`config.mk`:
```
export PLATFORM = sky130hd
export DESIGN_NAME = multi_channel_threshold_comparator_flat
export DESIGN_NICKNAME = d
export VERILOG_FILES = /design/src/rtl/multi_channel_threshold_comparator_if.sv /design/src/rtl/multi_channel_threshold_comparator.sv /design/src/flat_wrapper.sv
export SDC_FILE = /design/constraint.sdc
export NUM_CORES = 1
export LEC_CHECK = 0
export ABC_AREA = 1
export CORE_ASPECT_RATIO = 1.25
export CORE_MARGIN = 2
export CORE_UTILIZATION = 55
export CTS_BUF_LIST = sky130_fd_sc_hd__clkbuf_8 sky130_fd_sc_hd__clkbuf_16
export DETAILED_ROUTE_END_ITERATION = 16
export PLACE_DENSITY = 0.88
export RECOVER_POWER = 100
export SLEW_MARGIN = 15
export SYNTH_ARGS = -nofsm -noshare
export SYNTH_HDL_FRONTEND = slang
export SYNTH_SLANG_ARGS = --single-unit
```
`constraint.sdc`:
```
create_clock -name clock -period 3.2 [get_ports clock]
set_clock_uncertainty 0.2 [all_clocks]
set_input_delay 0.64 -clock clock [delete_from_list [all_inputs] [get_ports clock]]
set_output_delay 0.64 -clock clock [all_outputs]
set_load 0.02 [all_outputs]
```
`src/rtl/multi_channel_threshold_comparator_if.sv`:
```
// Sample/threshold bus between the detector data path and the threshold comparator.
// The master drives samples and threshold loads; the slave returns levels and event pulses.
interface multi_channel_threshold_comparator_if #(
   parameter int WIDTH    = 16,
   parameter int CHANNELS = 4
);
   logic                      sample_valid;
   logic [CHANNELS*WIDTH-1:0] sample;
   logic                      thr_load;
   logic [WIDTH-1:0]          thr_hi_in;
   logic [WIDTH-1:0]          thr_lo_in;
   logic [CHANNELS-1:0]       a_gteq_b;
   logic [CHANNELS-1:0]       a_lt_b;
   logic [CHANNELS-1:0]       rise;
   logic [CHANNELS-1:0]       fall;
   logic                      out_valid;
   logic [WIDTH-1:0]          thr_hi;
   logic [WIDTH-1:0]          thr_lo;

   modport master (
      output sample_valid, sample, thr_load, thr_hi_in, thr_lo_in,
      input  a_gteq_b, a_lt_b, rise, fall, out_valid, thr_hi, thr_lo
   );

   modport slave (
      input  sample_valid, sample, thr_load, thr_hi_in, thr_lo_in,
      output a_gteq_b, a_lt_b, rise, fall, out_valid, thr_hi, thr_lo
   );
endinterface

```
`src/rtl/multi_channel_threshold_comparator.sv`:
```
// Per-channel hysteresis comparator with a consecutive-sample persistence filter,
// sharing one runtime-loadable high/low threshold pair across all channels.

module mctc_channel #(
   parameter int WIDTH = 16,
   parameter int HOLD  = 3
) (
   input  logic             clock,
   input  logic             reset_n,
   input  logic             sample_valid_i,
   input  logic [WIDTH-1:0] sample_i,
   input  logic [WIDTH-1:0] thr_hi_i,
   input  logic [WIDTH-1:0] thr_lo_i,
   output logic             level_o,
   output logic             rise_o,
   output logic             fall_o
);
   localparam int            CW   = $clog2(HOLD + 1);
   localparam logic [CW-1:0] LAST = CW'(HOLD - 1);

   typedef enum logic {ST_LOW = 1'b0, ST_HIGH = 1'b1} state_e;

   state_e        state_q, state_d;
   logic [CW-1:0] cnt_q, cnt_d;
   logic          rise_q, rise_d;
   logic          fall_q, fall_d;
   logic          qualify;

   always_ff @(posedge clock or negedge reset_n) begin
      if (!reset_n) begin
         state_q <= ST_LOW;
         cnt_q   <= '0;
         rise_q  <= 1'b0;
         fall_q  <= 1'b0;
      end else begin
         state_q <= state_d;
         cnt_q   <= cnt_d;
         rise_q  <= rise_d;
         fall_q  <= fall_d;
      end
   end

   // A run only counts strictly consecutive valid samples; invalid cycles freeze it.
   always_comb begin
      state_d = state_q;
      cnt_d   = cnt_q;
      rise_d  = 1'b0;
      fall_d  = 1'b0;
      qualify = (state_q == ST_LOW) ? (sample_i >= thr_hi_i) : (sample_i < thr_lo_i);
      if (sample_valid_i) begin
         if (!qualify) begin
            cnt_d = '0;
         end else if (cnt_q == LAST) begin
            cnt_d = '0;
            case (state_q)
               ST_LOW: begin
                  state_d = ST_HIGH;
                  rise_d  = 1'b1;
               end
               default: begin
                  state_d = ST_LOW;
                  fall_d  = 1'b1;
               end
            endcase
         end else begin
            cnt_d = cnt_q + CW'(1);
         end
      end
   end

   assign level_o = (state_q == ST_HIGH);
   assign rise_o  = rise_q;
   assign fall_o  = fall_q;
endmodule

module multi_channel_threshold_comparator #(
   parameter int WIDTH      = 16,
   parameter int CHANNELS   = 4,
   parameter int HOLD       = 3,
   parameter int THR_HI_RST = 12,
   parameter int THR_LO_RST = 10
) (
   input logic clock,
   input logic reset_n,
   multi_channel_threshold_comparator_if.slave bus
);
   localparam logic [WIDTH-1:0] THR_HI_INIT = WIDTH'(THR_HI_RST);
   localparam logic [WIDTH-1:0] THR_LO_INIT =
      WIDTH'((THR_LO_RST > THR_HI_RST) ? THR_HI_RST : THR_LO_RST);

   logic [WIDTH-1:0]    thr_hi_q, thr_hi_d;
   logic [WIDTH-1:0]    thr_lo_q, thr_lo_d;
   logic                out_valid_q;
   logic [CHANNELS-1:0] level, rise, fall;

   always_ff @(posedge clock or negedge reset_n) begin
      if (!reset_n) begin
         thr_hi_q    <= THR_HI_INIT;
         thr_lo_q    <= THR_LO_INIT;
         out_valid_q <= 1'b0;
      end else begin
         thr_hi_q    <= thr_hi_d;
         thr_lo_q    <= thr_lo_d;
         out_valid_q <= bus.sample_valid;
      end
   end

   // Low threshold is clamped to the high one so the band can collapse but never invert.
   always_comb begin
      thr_hi_d = thr_hi_q;
      thr_lo_d = thr_lo_q;
      if (bus.thr_load) begin
         thr_hi_d = bus.thr_hi_in;
         thr_lo_d = (bus.thr_lo_in > bus.thr_hi_in) ? bus.thr_hi_in : bus.thr_lo_in;
      end
   end

   // Channels see the registered thresholds, so a same-cycle load affects only later samples.
   for (genvar k = 0; k < CHANNELS; k++) begin : g_ch
      mctc_channel #(
         .WIDTH (WIDTH),
         .HOLD  (HOLD)
      ) u_ch (
         .clock          (clock),
         .reset_n        (reset_n),
         .sample_valid_i (bus.sample_valid),
         .sample_i       (bus.sample[k*WIDTH +: WIDTH]),
         .thr_hi_i       (thr_hi_q),
         .thr_lo_i       (thr_lo_q),
         .level_o        (level[k]),
         .rise_o         (rise[k]),
         .fall_o         (fall[k])
      );
   end

   assign bus.a_gteq_b  = level;
   assign bus.a_lt_b    = ~level;
   assign bus.rise      = rise;
   assign bus.fall      = fall;
   assign bus.out_valid = out_valid_q;
   assign bus.thr_hi    = thr_hi_q;
   assign bus.thr_lo    = thr_lo_q;
endmodule

```
`src/flat_wrapper.sv`:
```
// flat-port wrapper written by rule: the top's interface ports become plain ports
module multi_channel_threshold_comparator_flat 
#(
   parameter int WIDTH      = 16,
   parameter int CHANNELS   = 4,
   parameter int HOLD       = 3,
   parameter int THR_HI_RST = 12,
   parameter int THR_LO_RST = 10
)
  (clock, reset_n, bus_sample_valid, bus_sample, bus_thr_load, bus_thr_hi_in, bus_thr_lo_in, bus_a_gteq_b, bus_a_lt_b, bus_rise, bus_fall, bus_out_valid, bus_thr_hi, bus_thr_lo);
  multi_channel_threshold_comparator_if #(.WIDTH(WIDTH), .CHANNELS(CHANNELS)) bus_i ();
  input logic clock;
  input logic reset_n;
  input wire logic [$bits(bus_i.sample_valid)-1:0] bus_sample_valid;
  input wire logic [$bits(bus_i.sample)-1:0] bus_sample;
  input wire logic [$bits(bus_i.thr_load)-1:0] bus_thr_load;
  input wire logic [$bits(bus_i.thr_hi_in)-1:0] bus_thr_hi_in;
  input wire logic [$bits(bus_i.thr_lo_in)-1:0] bus_thr_lo_in;
  output wire logic [$bits(bus_i.a_gteq_b)-1:0] bus_a_gteq_b;
  output wire logic [$bits(bus_i.a_lt_b)-1:0] bus_a_lt_b;
  output wire logic [$bits(bus_i.rise)-1:0] bus_rise;
  output wire logic [$bits(bus_i.fall)-1:0] bus_fall;
  output wire logic [$bits(bus_i.out_valid)-1:0] bus_out_valid;
  output wire logic [$bits(bus_i.thr_hi)-1:0] bus_thr_hi;
  output wire logic [$bits(bus_i.thr_lo)-1:0] bus_thr_lo;
  assign bus_i.sample_valid = bus_sample_valid;
  assign bus_i.sample = bus_sample;
  assign bus_i.thr_load = bus_thr_load;
  assign bus_i.thr_hi_in = bus_thr_hi_in;
  assign bus_i.thr_lo_in = bus_thr_lo_in;
  assign bus_a_gteq_b = bus_i.a_gteq_b;
  assign bus_a_lt_b = bus_i.a_lt_b;
  assign bus_rise = bus_i.rise;
  assign bus_fall = bus_i.fall;
  assign bus_out_valid = bus_i.out_valid;
  assign bus_thr_hi = bus_i.thr_hi;
  assign bus_thr_lo = bus_i.thr_lo;
  multi_channel_threshold_comparator #(.WIDTH(WIDTH), .CHANNELS(CHANNELS), .HOLD(HOLD), .THR_HI_RST(THR_HI_RST), .THR_LO_RST(THR_LO_RST)) u_core (.clock(clock), .reset_n(reset_n), .bus(bus_i));
endmodule
```
==> results.txt, run 1 <==
Status = finished with violations
Failing checks = max-capacitance violations, max-slew violations
Max Fclk = 364.5 MHz
Net total in the final layout = 1,193
Register clock-pin slew on the reported worst setup and hold paths = 80 ps
Count of buffer and inverter cells on the critical path = 2
Hold Violations, Final = 0
Top-level port count = 149
Number of gates resized after cts = 0
Final hold slack = 141.1 ps
Slew HR = -0.1449
Clock Path Buffers = 2
Worst EP arrival = 2650 ps
Total number of clock tree sinks = 53
Leakage = 4.163 nW
GRT Total Usage = 0.2901
Clk network pwr share = 0.189
Slew at the pin with the worst max-slew slack = 1717 ps
RSZ-0062 raised after global routing = false
Wire length of the first global-routing pass = 25,900 microns
Width of the die = 96.01 microns
Diode insertion count for antenna repair = 0
Number of global-route vias before repair = 5,781
Wirelength per Cell = 14.60 microns
Number of maximum-capacitance violations = 1
Biggest fanout along the worst timing path = 46
Part of the power in combinational logic = 0.500
Overflow left after global routing = 0
Flip-flop and latch count after synthesis = 53
Clock latency reported for the late side of the worst-skew pair = 300 ps
Number of antenna violations at the first check in global routing = 0
Share of the yosys chip area belonging to registers = 0.2287
Type of the worst setup path = in2reg
Most used standard cell by instance count after synthesis = sky130_fd_sc_hd__nand2_1
Die height = 119.0 microns
VDD IR max = 345.7 uV
Fill cell total of the finished layout = 840
Routed via count divided by cell count = 5.338
Maximum number of pins on one net before global-route repair = 47
Final Max Slew Viols = 47
Share of synthesized registers carrying an async set or reset = 1.000
Distinct cells, synth = 30
Share of cells above drive strength 1 = 0.01887
Worst min path class = in2async
Number of buffers added for setup after CTS = 0
Max stage delay cell, worst path = sky130_fd_sc_hd__clkbuf_1
Die outline area = 11,430 sq um
Most used flip-flop cell after synthesis = sky130_fd_sc_hd__dfrtp_1
Post-synth top area cell = sky130_fd_sc_hd__ha_1
Final total negative setup slack = 0 ps
Chain of cells forming the critical path = clkdlybuf4s50_1 > clkbuf_1 > o21ai_0
GP Congestion = 0.9658
Total nets after synthesis = 1,055
Number of violations reported at the end of detailed-routing iteration 0 = 250
YS warnings = 0
Total number of vias = 5,797
Post-Syn Area per Cell = 7.142 sq um
Remaining antenna violation count after routing = 0
Net Sw Frac = 0.4181
Root Buffer = sky130_fd_sc_hd__clkbuf_16
Placeable core area = 10,460 sq um
Post-CTS Hold Buffers = 0
Clock tree from TritonCTS = done
Sort of element at the end of the critical path = register
Power per unit of standard cell area = 390.9 nW/um^2
Net switching power = 1.215 mW
Total wirelength of the detailed-routed design = 15,860 microns
Share of Yosys cell area claimed by the top area cell type = 0.3009
Number of enable-type register cells in the synthesized netlist = 0
Cell-internal power = 1.692 mW
Post-detailed-placement half-perimeter wirelength = 13,220 microns
Remaining DRCs = 0
Synthesized instance count = 815
Share of the clock period used by the worst path = 0.8574
Number of levels the H-tree was split into = 2
Top post-synthesis cells by area = sky130_fd_sc_hd__ha_1 30%, sky130_fd_sc_hd__dfrtp_1 21%, sky130_fd_sc_hd__nand2_1 15%, sky130_fd_sc_hd__inv_1 8.3%, sky130_fd_sc_hd__nand3_1 4.5%
Mapped Area = 5821 sq um
Synthesis-to-layout area growth = 27.77%
Setup violations, final = 0
Worst setup SP type = primary input
Post-layout minimum cycle time = 2744 ps
Placement row count = 42
Proportion of power drawn by flip-flops and latches = 0.310
Largest delay contributor family on the critical path = buffers and inverters
Port-buffer cells = 148
Initial standard-cell utilization of the core = 0.5566
First-pass DRT Iterations = 6
Peak per-stage delay on the critical path = 1240 ps
Commonest cells post-synth = 234 x sky130_fd_sc_hd__nand2_1, 140 x sky130_fd_sc_hd__ha_1, 129 x sky130_fd_sc_hd__inv_1, 57 x sky130_fd_sc_hd__nor2_1, 52 x sky130_fd_sc_hd__nand3_1
Required time at the endpoint of the critical path = 3110 ps
Number of buffers created by CTS = 5
metal layers:
metal  global-route usage  vias to the layer above  routed length, microns
li1                     -                     2915                       -
met1               0.3491                     2612                    6481
met2               0.4983                      212                    7727
met3              0.03289                       58                     848
met4               0.1464                        0                     797
met5                    0                        -                       0
placed cells by master, fill, tap and decap left out:
cell type,synthesis,final
sky130_fd_sc_hd__nand3_1,52,52
sky130_fd_sc_hd__inv_2,1,1
sky130_fd_sc_hd__nor2_1,57,57
sky130_fd_sc_hd__nor3_1,7,7
sky130_fd_sc_hd__nand2_1,234,234
sky130_fd_sc_hd__o21ai_1,1,1
sky130_fd_sc_hd__inv_1,129,130
sky130_fd_sc_hd__nor2_2,1,1
sky130_fd_sc_hd__buf_4,12,1
sky130_fd_sc_hd__nand4_1,11,11
sky130_fd_sc_hd__dfrtp_1,49,49
sky130_fd_sc_hd__nand2_4,2,2
sky130_fd_sc_hd__clkdlybuf4s50_1,0,94
sky130_fd_sc_hd__nor3_2,1,1
sky130_fd_sc_hd__clkbuf_1,4,5
sky130_fd_sc_hd__nand3_2,1,1
sky130_fd_sc_hd__dlygate4sd3_1,0,53
sky130_fd_sc_hd__o21ai_0,33,33
sky130_fd_sc_hd__clkinv_1,1,1
sky130_fd_sc_hd__clkinv_2,0,1
sky130_fd_sc_hd__a21boi_0,3,3
sky130_fd_sc_hd__inv_6,0,1
sky130_fd_sc_hd__clkbuf_16,0,5
sky130_fd_sc_hd__a21o_1,2,2
sky130_fd_sc_hd__o21bai_1,8,8
sky130_fd_sc_hd__o21a_1,1,1
sky130_fd_sc_hd__dfstp_2,4,4
sky130_fd_sc_hd__a21oi_1,51,54
sky130_fd_sc_hd__a31oi_1,1,1
sky130_fd_sc_hd__ha_1,140,140
final timing paths:
kind	start	endpoint	slack, ps	depth (start not counted)
worst max-delay path	bus_thr_load	u_core.bus.thr_hi[9]	460	3
worst min-delay path	reset_n	u_core.bus.thr_hi[0]	140	1
worst max register to register	u_core.bus.thr_hi[15]	u_core.g_ch[3].u_ch.level_o	820	12
worst min register to register	u_core.bus.thr_lo[1]	u_core.bus.thr_lo[1]	280	2
max in group asynchronous	reset_n	u_core.bus.thr_lo[14]	990	2
min in group clock	u_core.bus.thr_lo[1]	u_core.bus.thr_lo[1]	280	2
cell families after synthesis:
logic type,after synthesis,share of synthesized area
flops,53,0.2287
simple gates,366,0.2586
fa+ha+maj,140,0.3009
compound gates,103,0.09673
buf+inv,153,0.1150
through the flow:
step | util | total power, mW | setup WS (ps) | std cells | instance area (sq um)
3_5_place_dp | 0.7002 | 2.397 | 306.3 | 1078 | 7322
6_report | 0.7112 | 2.907 | 456.4 | 1086 | 7437
5_1_grt | 0.7112 | 3.151 | 235.3 | 1086 | 7437
3_3_place_gp | 0.7002 | 2.345 | 331.0 | 1078 | 7322
4_1_cts | 0.7138 | 2.955 | 586.0 | 1086 | 7465
2_1_floorplan | - | 1.848 | 1090 | 815 | 5821
power groups by stage:
stage | Combinational [mW] | Sequential (mW) | Clock [mW]
2_1_floorplan | 0.901 | 0.947 | 0
4_1_cts | 1.49 | 0.906 | 0.556
3_3_place_gp | 1.43 | 0.916 | 0
3_5_place_dp | 1.48 | 0.917 | 0
6_report | 1.45 | 0.902 | 0.551
5_1_grt | 1.65 | 0.922 | 0.581
flip-flops by register name (all words and copies together) (netlist names):
| register | count |
|---|---|
| u_core.g_ch.u_ch.fall_o | 4 |
| u_core.g_ch.u_ch.cnt_q | 8 |
| u_core.g_ch.u_ch.rise_o | 4 |
| u_core.g_ch.u_ch.level_o | 4 |
| u_core.bus.out_valid | 1 |
| u_core.bus.thr_hi | 16 |
| u_core.bus.thr_lo | 16 |
final cells by class:
class	count	area [sq um]	area share
inverter	131	491.7	0.06612
sequential	53	1331	0.1790
tap	132	165.2	0.02221
multi-input combinational	609	3809	0.5121
clock inverter	3	17.52	0.002355
clock buffer	5	125.1	0.01682
timing repair buffer	153	1498	0.2014
Power figures use the tool's default switching activity.
==> inputs of run 2 (changes only) <==
- CTS_CLUSTER_SIZE: default -> 14
==> results of run 2 <==
No change in the layout: final DEF, timing and power equal those of run 1.
